<file path="config.mk">
export PLATFORM = sky130hd
export DESIGN_NAME = if_fetch_unit
export DESIGN_NICKNAME = d
export VERILOG_FILES = /design/src/rtl/if_fetch_unit_pkg.sv /design/src/rtl/if_fetch_unit_pc_next_mux.sv /design/src/rtl/if_fetch_unit.sv
export SDC_FILE = /design/constraint.sdc
export NUM_CORES = 1
export LEC_CHECK = 0
export BUFFER_PORTS_ARGS = -buffer_cell sky130_fd_sc_hd__buf_2
export CAP_MARGIN = 20
export CORE_UTILIZATION = 45
export CTS_CLUSTER_SIZE = 14
export DETAILED_ROUTE_END_ITERATION = 8
export GPL_TIMING_DRIVEN = 0
export PLACE_DENSITY = 0.75
export RECOVER_POWER = 100
export SLEW_MARGIN = 20
export SYNTH_ARGS = -nofsm -noshare
export SYNTH_HDL_FRONTEND = slang
export SYNTH_SLANG_ARGS = --single-unit
</file>
<file path="constraint.sdc">
create_clock -name i_clock -period 2.85 [get_ports i_clock]
set_input_delay 0 -clock i_clock [delete_from_list [all_inputs] [get_ports i_clock]]
set_output_delay 0 -clock i_clock [all_outputs]
set_load 0.02 [all_outputs]
</file>
<file path="src/rtl/if_fetch_unit_pkg.sv">
// ----------------------------------------------------------------------------
// if_fetch_unit_pkg
// Shared definitions for the instruction-fetch stage: default reset PC and
// bubble instruction, fetch FSM state encoding, and a word-alignment helper.
// No ports.
// ----------------------------------------------------------------------------
package if_fetch_unit_pkg;

    localparam logic [31:0] DEF_RESET_PC = 32'h0000_0000;
    localparam logic [31:0] DEF_NOP_INST = 32'h0000_0000;   // sll $0,$0,0
    localparam logic [31:0] PC_STEP      = 32'd4;

    typedef enum logic [1:0] {
        ST_IDLE  = 2'b00,
        ST_WAIT  = 2'b01,
        ST_READY = 2'b10
    } fetch_state_t;

    function automatic logic [31:0] word_align(input logic [31:0] a);
        return a & 32'hFFFF_FFFC;
    endfunction

endpackage

</file>
<file path="src/rtl/if_fetch_unit_pc_next_mux.sv">
// ----------------------------------------------------------------------------
// if_fetch_unit_pc_next_mux
// Combinational next-PC selection for the fetch stage.
//   i_pc            current fetch PC
//   i_branch_taken  branch redirect request
//   i_branch_target branch destination (low two bits ignored)
//   i_jump          jump redirect request (wins over branch)
//   i_jump_target   J-type 26-bit target field
//   o_pc_plus4      i_pc + 4, modulo 2^32
//   o_redir_target  redirect destination (jump if i_jump, else branch)
//   o_next_pc       redirect destination if any redirect, else pc+4
//   o_redirect      any redirect requested
// ----------------------------------------------------------------------------
module if_fetch_unit_pc_next_mux
    import if_fetch_unit_pkg::*;
(
    input  logic [31:0] i_pc,
    input  logic        i_branch_taken,
    input  logic [31:0] i_branch_target,
    input  logic        i_jump,
    input  logic [25:0] i_jump_target,
    output logic [31:0] o_pc_plus4,
    output logic [31:0] o_redir_target,
    output logic [31:0] o_next_pc,
    output logic        o_redirect
);

    logic [31:0] w_jump_addr;

    assign o_pc_plus4  = i_pc + PC_STEP;
    // Jump region comes from pc+4 of the instruction in IF, not from pc itself.
    assign w_jump_addr = {o_pc_plus4[31:28], i_jump_target, 2'b00};

    always_comb begin
        o_redir_target = word_align(i_branch_target);
        if (i_jump) begin
            o_redir_target = w_jump_addr;
        end
    end

    assign o_redirect = i_jump | i_branch_taken;
    assign o_next_pc  = o_redirect ? o_redir_target : o_pc_plus4;

endmodule

</file>
<file path="src/rtl/if_fetch_unit.sv">
// ----------------------------------------------------------------------------
// if_fetch_unit
// Instruction-fetch stage: owns the PC, issues one request at a time to a
// variable-latency instruction memory (req/ack), and presents {nxt_pc, inst}
// to the IF/ID register.
//   i_clock, i_reset   clock (rising edge), async active-high reset
//   i_pc_write         IF/ID consumes the presented instruction; advance PC
//   i_flush            squash presented instruction (bubble)
//   i_branch_taken/i_branch_target   branch redirect
//   i_jump/i_jump_target             jump redirect (priority over branch)
//   o_imem_req/o_imem_addr           registered request, address = pc
//   i_imem_rdata/i_imem_ack          read data, one-cycle completion strobe
//   o_nxt_pc/o_inst_out              pc+4 and instruction presented to IF/ID
//   o_fetch_valid                    o_inst_out holds a real fetched word
//
// state    | meaning
// ---------+-----------------------------------------------------------------
// ST_IDLE  | after reset; issues first request on the next edge
// ST_WAIT  | request outstanding at pc; waiting for imem ack
// ST_READY | instruction presented; held until pc_write or flush
// ----------------------------------------------------------------------------
module if_fetch_unit
    import if_fetch_unit_pkg::*;
#(
    parameter logic [31:0] RESET_PC = DEF_RESET_PC,
    parameter logic [31:0] NOP_INST = DEF_NOP_INST
) (
    input  logic        i_clock,
    input  logic        i_reset,
    input  logic        i_pc_write,
    input  logic        i_flush,
    input  logic        i_branch_taken,
    input  logic [31:0] i_branch_target,
    input  logic        i_jump,
    input  logic [25:0] i_jump_target,
    output logic        o_imem_req,
    output logic [31:0] o_imem_addr,
    input  logic [31:0] i_imem_rdata,
    input  logic        i_imem_ack,
    output logic [31:0] o_nxt_pc,
    output logic [31:0] o_inst_out,
    output logic        o_fetch_valid
);

    localparam logic [31:0] RESET_PC_AL = word_align(RESET_PC);

    fetch_state_t r_state;
    logic [31:0]  r_pc;
    logic [31:0]  r_nxt_pc;
    logic [31:0]  r_inst;
    logic         r_imem_req;
    logic         r_fetch_valid;
    logic         r_redir_pend;

    logic [31:0]  w_pc_plus4;
    logic [31:0]  w_redir_target;
    logic [31:0]  w_next_pc;
    logic         w_redirect;

    if_fetch_unit_pc_next_mux u_pc_next_mux (
        .i_pc            (r_pc),
        .i_branch_taken  (i_branch_taken),
        .i_branch_target (i_branch_target),
        .i_jump          (i_jump),
        .i_jump_target   (i_jump_target),
        .o_pc_plus4      (w_pc_plus4),
        .o_redir_target  (w_redir_target),
        .o_next_pc       (w_next_pc),
        .o_redirect      (w_redirect)
    );

    always_ff @(posedge i_clock or posedge i_reset) begin
        if (i_reset) begin
            r_state       <= ST_IDLE;
            r_pc          <= RESET_PC_AL;
            r_nxt_pc      <= 32'h0000_0000;
            r_inst        <= NOP_INST;
            r_imem_req    <= 1'b0;
            r_fetch_valid <= 1'b0;
            r_redir_pend  <= 1'b0;
        end else begin
            case (r_state)
                ST_IDLE: begin
                    r_state    <= ST_WAIT;
                    r_imem_req <= 1'b1;
                end

                ST_WAIT: begin
                    if (w_redirect) begin
                        // Retarget now. If the old request completes this same
                        // cycle its data is simply dropped and nothing is left
                        // in flight; otherwise its ack must be discarded later.
                        r_pc         <= w_redir_target;
                        r_redir_pend <= ~i_imem_ack;
                    end else if (i_imem_ack) begin
                        if (r_redir_pend) begin
                            r_redir_pend <= 1'b0;
                        end else begin
                            r_inst        <= i_imem_rdata;
                            r_nxt_pc      <= w_pc_plus4;
                            r_fetch_valid <= 1'b1;
                            r_imem_req    <= 1'b0;
                            r_state       <= ST_READY;
                        end
                    end
                    if (i_flush) begin
                        r_inst        <= NOP_INST;
                        r_fetch_valid <= 1'b0;
                    end
                end

                ST_READY: begin
                    if (i_pc_write) begin
                        r_pc          <= w_next_pc;
                        r_inst        <= NOP_INST;
                        r_fetch_valid <= 1'b0;
                        r_imem_req    <= 1'b1;
                        r_state       <= ST_WAIT;
                    end else if (i_flush) begin
                        // Refetch the same pc unless a redirect rides along.
                        if (w_redirect) begin
                            r_pc <= w_redir_target;
                        end
                        r_inst        <= NOP_INST;
                        r_fetch_valid <= 1'b0;
                        r_imem_req    <= 1'b1;
                        r_state       <= ST_WAIT;
                    end
                end

                default: begin
                    r_state    <= ST_IDLE;
                    r_imem_req <= 1'b0;
                end
            endcase
        end
    end

    assign o_imem_req    = r_imem_req;
    assign o_imem_addr   = r_pc;
    assign o_nxt_pc      = r_nxt_pc;
    assign o_inst_out    = r_inst;
    assign o_fetch_valid = r_fetch_valid;

endmodule
</file>
==> metrics <==
status=finished, violations left; failing checks=max-capacitance violations, max-slew violations; pin count of the biggest net entering global routing=66; Pleak=2.93 nW; Rel. slew slack=-10.2%; Avg Inst Size Synth=9.98 sq um; share of the synthesized area in the top cell type=50.9%; worst min path class=input port to flip-flop; vias per cell=5.72; CTS Sinks=100; Finished Layout Cells=900; Worst setup SP type=flip-flop; Mapped Cells=492; Layout Skew=0.0144 ns; Die W=106 um; DR pass1 iterations=5; crit path max-delay cell type=dlygate4sd3_1; RD Place Congestion=0.885; Worst VDD drop=0.446 mV; most frequent CP cell=buf_2; crit path capture type=flip-flop; Final HPWL DP=between 10000 and 15000 um; synthesis-to-finish area growth=38.2%; Longest Clk Path Bufs=2; period utilization=95.3%; Ports=195; Max Slew Vio Count=37; share of cells above drive strength 1=17.7%; starting density of the core=roughly 47%; first-pass GRT wire length=between 20000 and 30000 um; Final Power=6.41 mW; CTS buffer count=9; Cell Area, Synth=a little under 0.005 sq mm; pwr dens=944 mW/mm^2; crit path kind=flip-flop to flip-flop; CTS H-tree depth=3; WP data required=3.16 ns; CTS tree=built; die area=0.0113 sq mm; input/output buffers=191; Critical Path AT=3.02 ns; final hold violations=0; Mapped Nets=594; final setup violating endpoints=0; row cnt=37; Post-synth ARST share=100%; DR vias=5150; FF+latch count, synth=100; gr ovfl total=0; Slew @ Worst Pin=1.64 ns; DR iter-0 viols=458; antenna-violating nets left=0; Post-synth EDFFs=0; CP Cell Sequence=buf_2 -> nand4_4 -> or4_1 -> buf_2 -> nor4_2 -> a221oi_1 -> dlygate4sd3_1 -> o21ai_1; crit path time final=2.71 ns; synth unique cells=54; vias in the first global route=5188; Synth top cells by count=dfrtp_1, nor2_1, a21oi_1; setup tns final=0 ns; diode count=0; average wire per standard cell=18.3 um; crit-path max FO=9; drt total wl=16500 um; Total GRT Usage=29.5%; root buffer cell=clkbuf_8; die height=around 110 um; most common cell in the netlist=dfrtp_1; max incr delay on CP=around 0.63 ns; area leader, netlist=dfrtp_1; f_max=between 0.3 and 0.4 GHz; ys flop type=dfrtp_1; Post-Place Cells=820; Clock Pin Slew Worst Setup and Hold Paths=0.10 ns; initial antenna violation count=1; RSZ-0062 raised after global routing=false; CORE AREA=0.0105 sq mm; Layout Nets=between 800 and 900; number of max-cap violations=1; Clk Latency, worst-skew pair=slightly below 0.4 ns; yosys warns=0; DRC violations left=0; post-synthesis sequential area ratio=50.9%; most area-consuming cells after synthesis=dfrtp_1, a22o_1, a21oi_1
[final timing paths]
| kind | endpoint | slack, ns | start | cells past startpoint |
|---|---|---|---|---|
| setup / recovery | o_imem_addr[21]$_DFFE_PP0P_ | 0.14 | o_imem_addr[6]$_DFFE_PP0P_ | 8 |
| hold / removal | o_imem_addr[8]$_DFFE_PP0P_ | 0.003 | i_jump_target[6] | 3 |
| setup reg to reg | o_imem_addr[21]$_DFFE_PP0P_ | 0.14 | o_imem_addr[6]$_DFFE_PP0P_ | 8 |
| hold reg to reg | o_fetch_valid$_DFFE_PP0P_ | 0.50 | o_fetch_valid$_DFFE_PP0P_ | 1 |
| max in group asynchronous | o_imem_addr[2]$_DFFE_PP0P_ | 0.64 | i_reset | 4 |
| min in group asynchronous | o_nxt_pc[30]$_DFFE_PP0P_ | 0.54 | i_reset | 3 |
[critical path: cells and delay by family (launching register included)]
family | cells | cell delay [ns]
AND/OR/NAND/NOR | 3 | 1.01
buffers and inverters | 3 | 1.03
AO/OA/AOI/OAI | 2 | 0.22
flip-flops | 1 | 0.39
[cells in the final DEF, fill, tap and decap left out, types with 3 or more instances in the layout]
| cell | netlist | layout |
|---|---|---|
| nor2b_1 | 4 | 4 |
| a222oi_1 | 3 | 3 |
| o22a_1 | 3 | 3 |
| nor2_1 | 54 | 54 |
| o32a_1 | 4 | 4 |
| o21a_1 | 3 | 3 |
| inv_1 | 9 | 8 |
| a31oi_1 | 3 | 3 |
| ha_1 | 5 | 5 |
| o21ai_0 | 24 | 25 |
| nand4_1 | 11 | 11 |
| a22oi_1 | 20 | 20 |
| a22o_1 | 34 | 34 |
| a21o_1 | 3 | 3 |
| nand3_1 | 16 | 15 |
| xor2_1 | 16 | 16 |
| buf_2 | 6 | 99 |
| and3_1 | 4 | 4 |
| nor4_2 | 4 | 5 |
| o22ai_1 | 7 | 7 |
| a21oi_1 | 46 | 46 |
| dfrtp_1 | 100 | 99 |
| o221ai_1 | 4 | 4 |
| nor3_1 | 6 | 7 |
| xnor2_1 | 12 | 12 |
| clkbuf_8 | 0 | 10 |
| dlygate4sd3_1 | 0 | 64 |
| clkbuf_1 | 26 | 126 |
| mux2_2 | 4 | 4 |
| nand2_1 | 26 | 26 |
[report_power, final]
part / switching, mW / total [mW] / internal [mW]
clock network: 0.561 / 1.01 / 0.449
logic: 2.04 / 3.02 / 0.984
registers: 0.478 / 2.38 / 1.90
total: 3.08 / 6.41 / 3.33
[per-layer routing]
layer | up-vias | wire length, um | track usage [%]
met3 | 33 | 1440 | 6.93
met2 | 278 | 8070 | 49.6
li1 | 2344 | - | -
met1 | 2493 | 6590 | 36.5
met4 | 2 | 371 | 11.9
met5 | - | 11 | 0
[cell families after synthesis]
group | synth area share, %
AOI/OAI and AO/OA | 23.4
xor gates and xnor gates | 4.99
adders and majority gates | 1.27
buffers and inverters | 3.82
DFF | 50.9
muxes | 1.12
and+or+nand+nor | 14.5
[state kept, by name (all words and copies together) (netlist names)]
signal / flops
o_imem_addr: 32
o_nxt_pc: 32
r_redir_pend: 1
o_inst_out: 32
r_state: 2
o_fetch_valid: 1
[layout make-up]
class                   instances  area (sq um)
well taps                     136           170
fillers                       908          3670
multi-input cells             346          2230
clock inverters                 6          78.8
repair buffers                256          1480
inverters                       9          35.0
clock buffers                  10           138
plain buffers                  37           153
flip-flops and latches        100          2500
[per-stage QoR]
step           instance area (sq um)  hold WS (ns)  setup WS (ns)  utilization [%]
6_report                        6790       0.00348          0.135             64.9
5_1_grt                         6790        0.0185         0.0202             64.9
4_1_cts                         6930       0.00143         0.0995             66.2
3_5_place_dp                    6070        0.0209          0.302             58.0
3_3_place_gp                    6040         0.197         -0.899             57.7
2_1_floorplan                   4910        0.0898          0.231                -
[repair_timing]
action / in CTS / in global routing
hold buffers: 64 / 0
setup buffers: 0 / 0
setup endpoints to repair: 0 / 1
hold endpoints to repair: 111 / 0
gates resized for setup: 0 / 3
No activity file was read; power rests on OpenSTA's default activity.
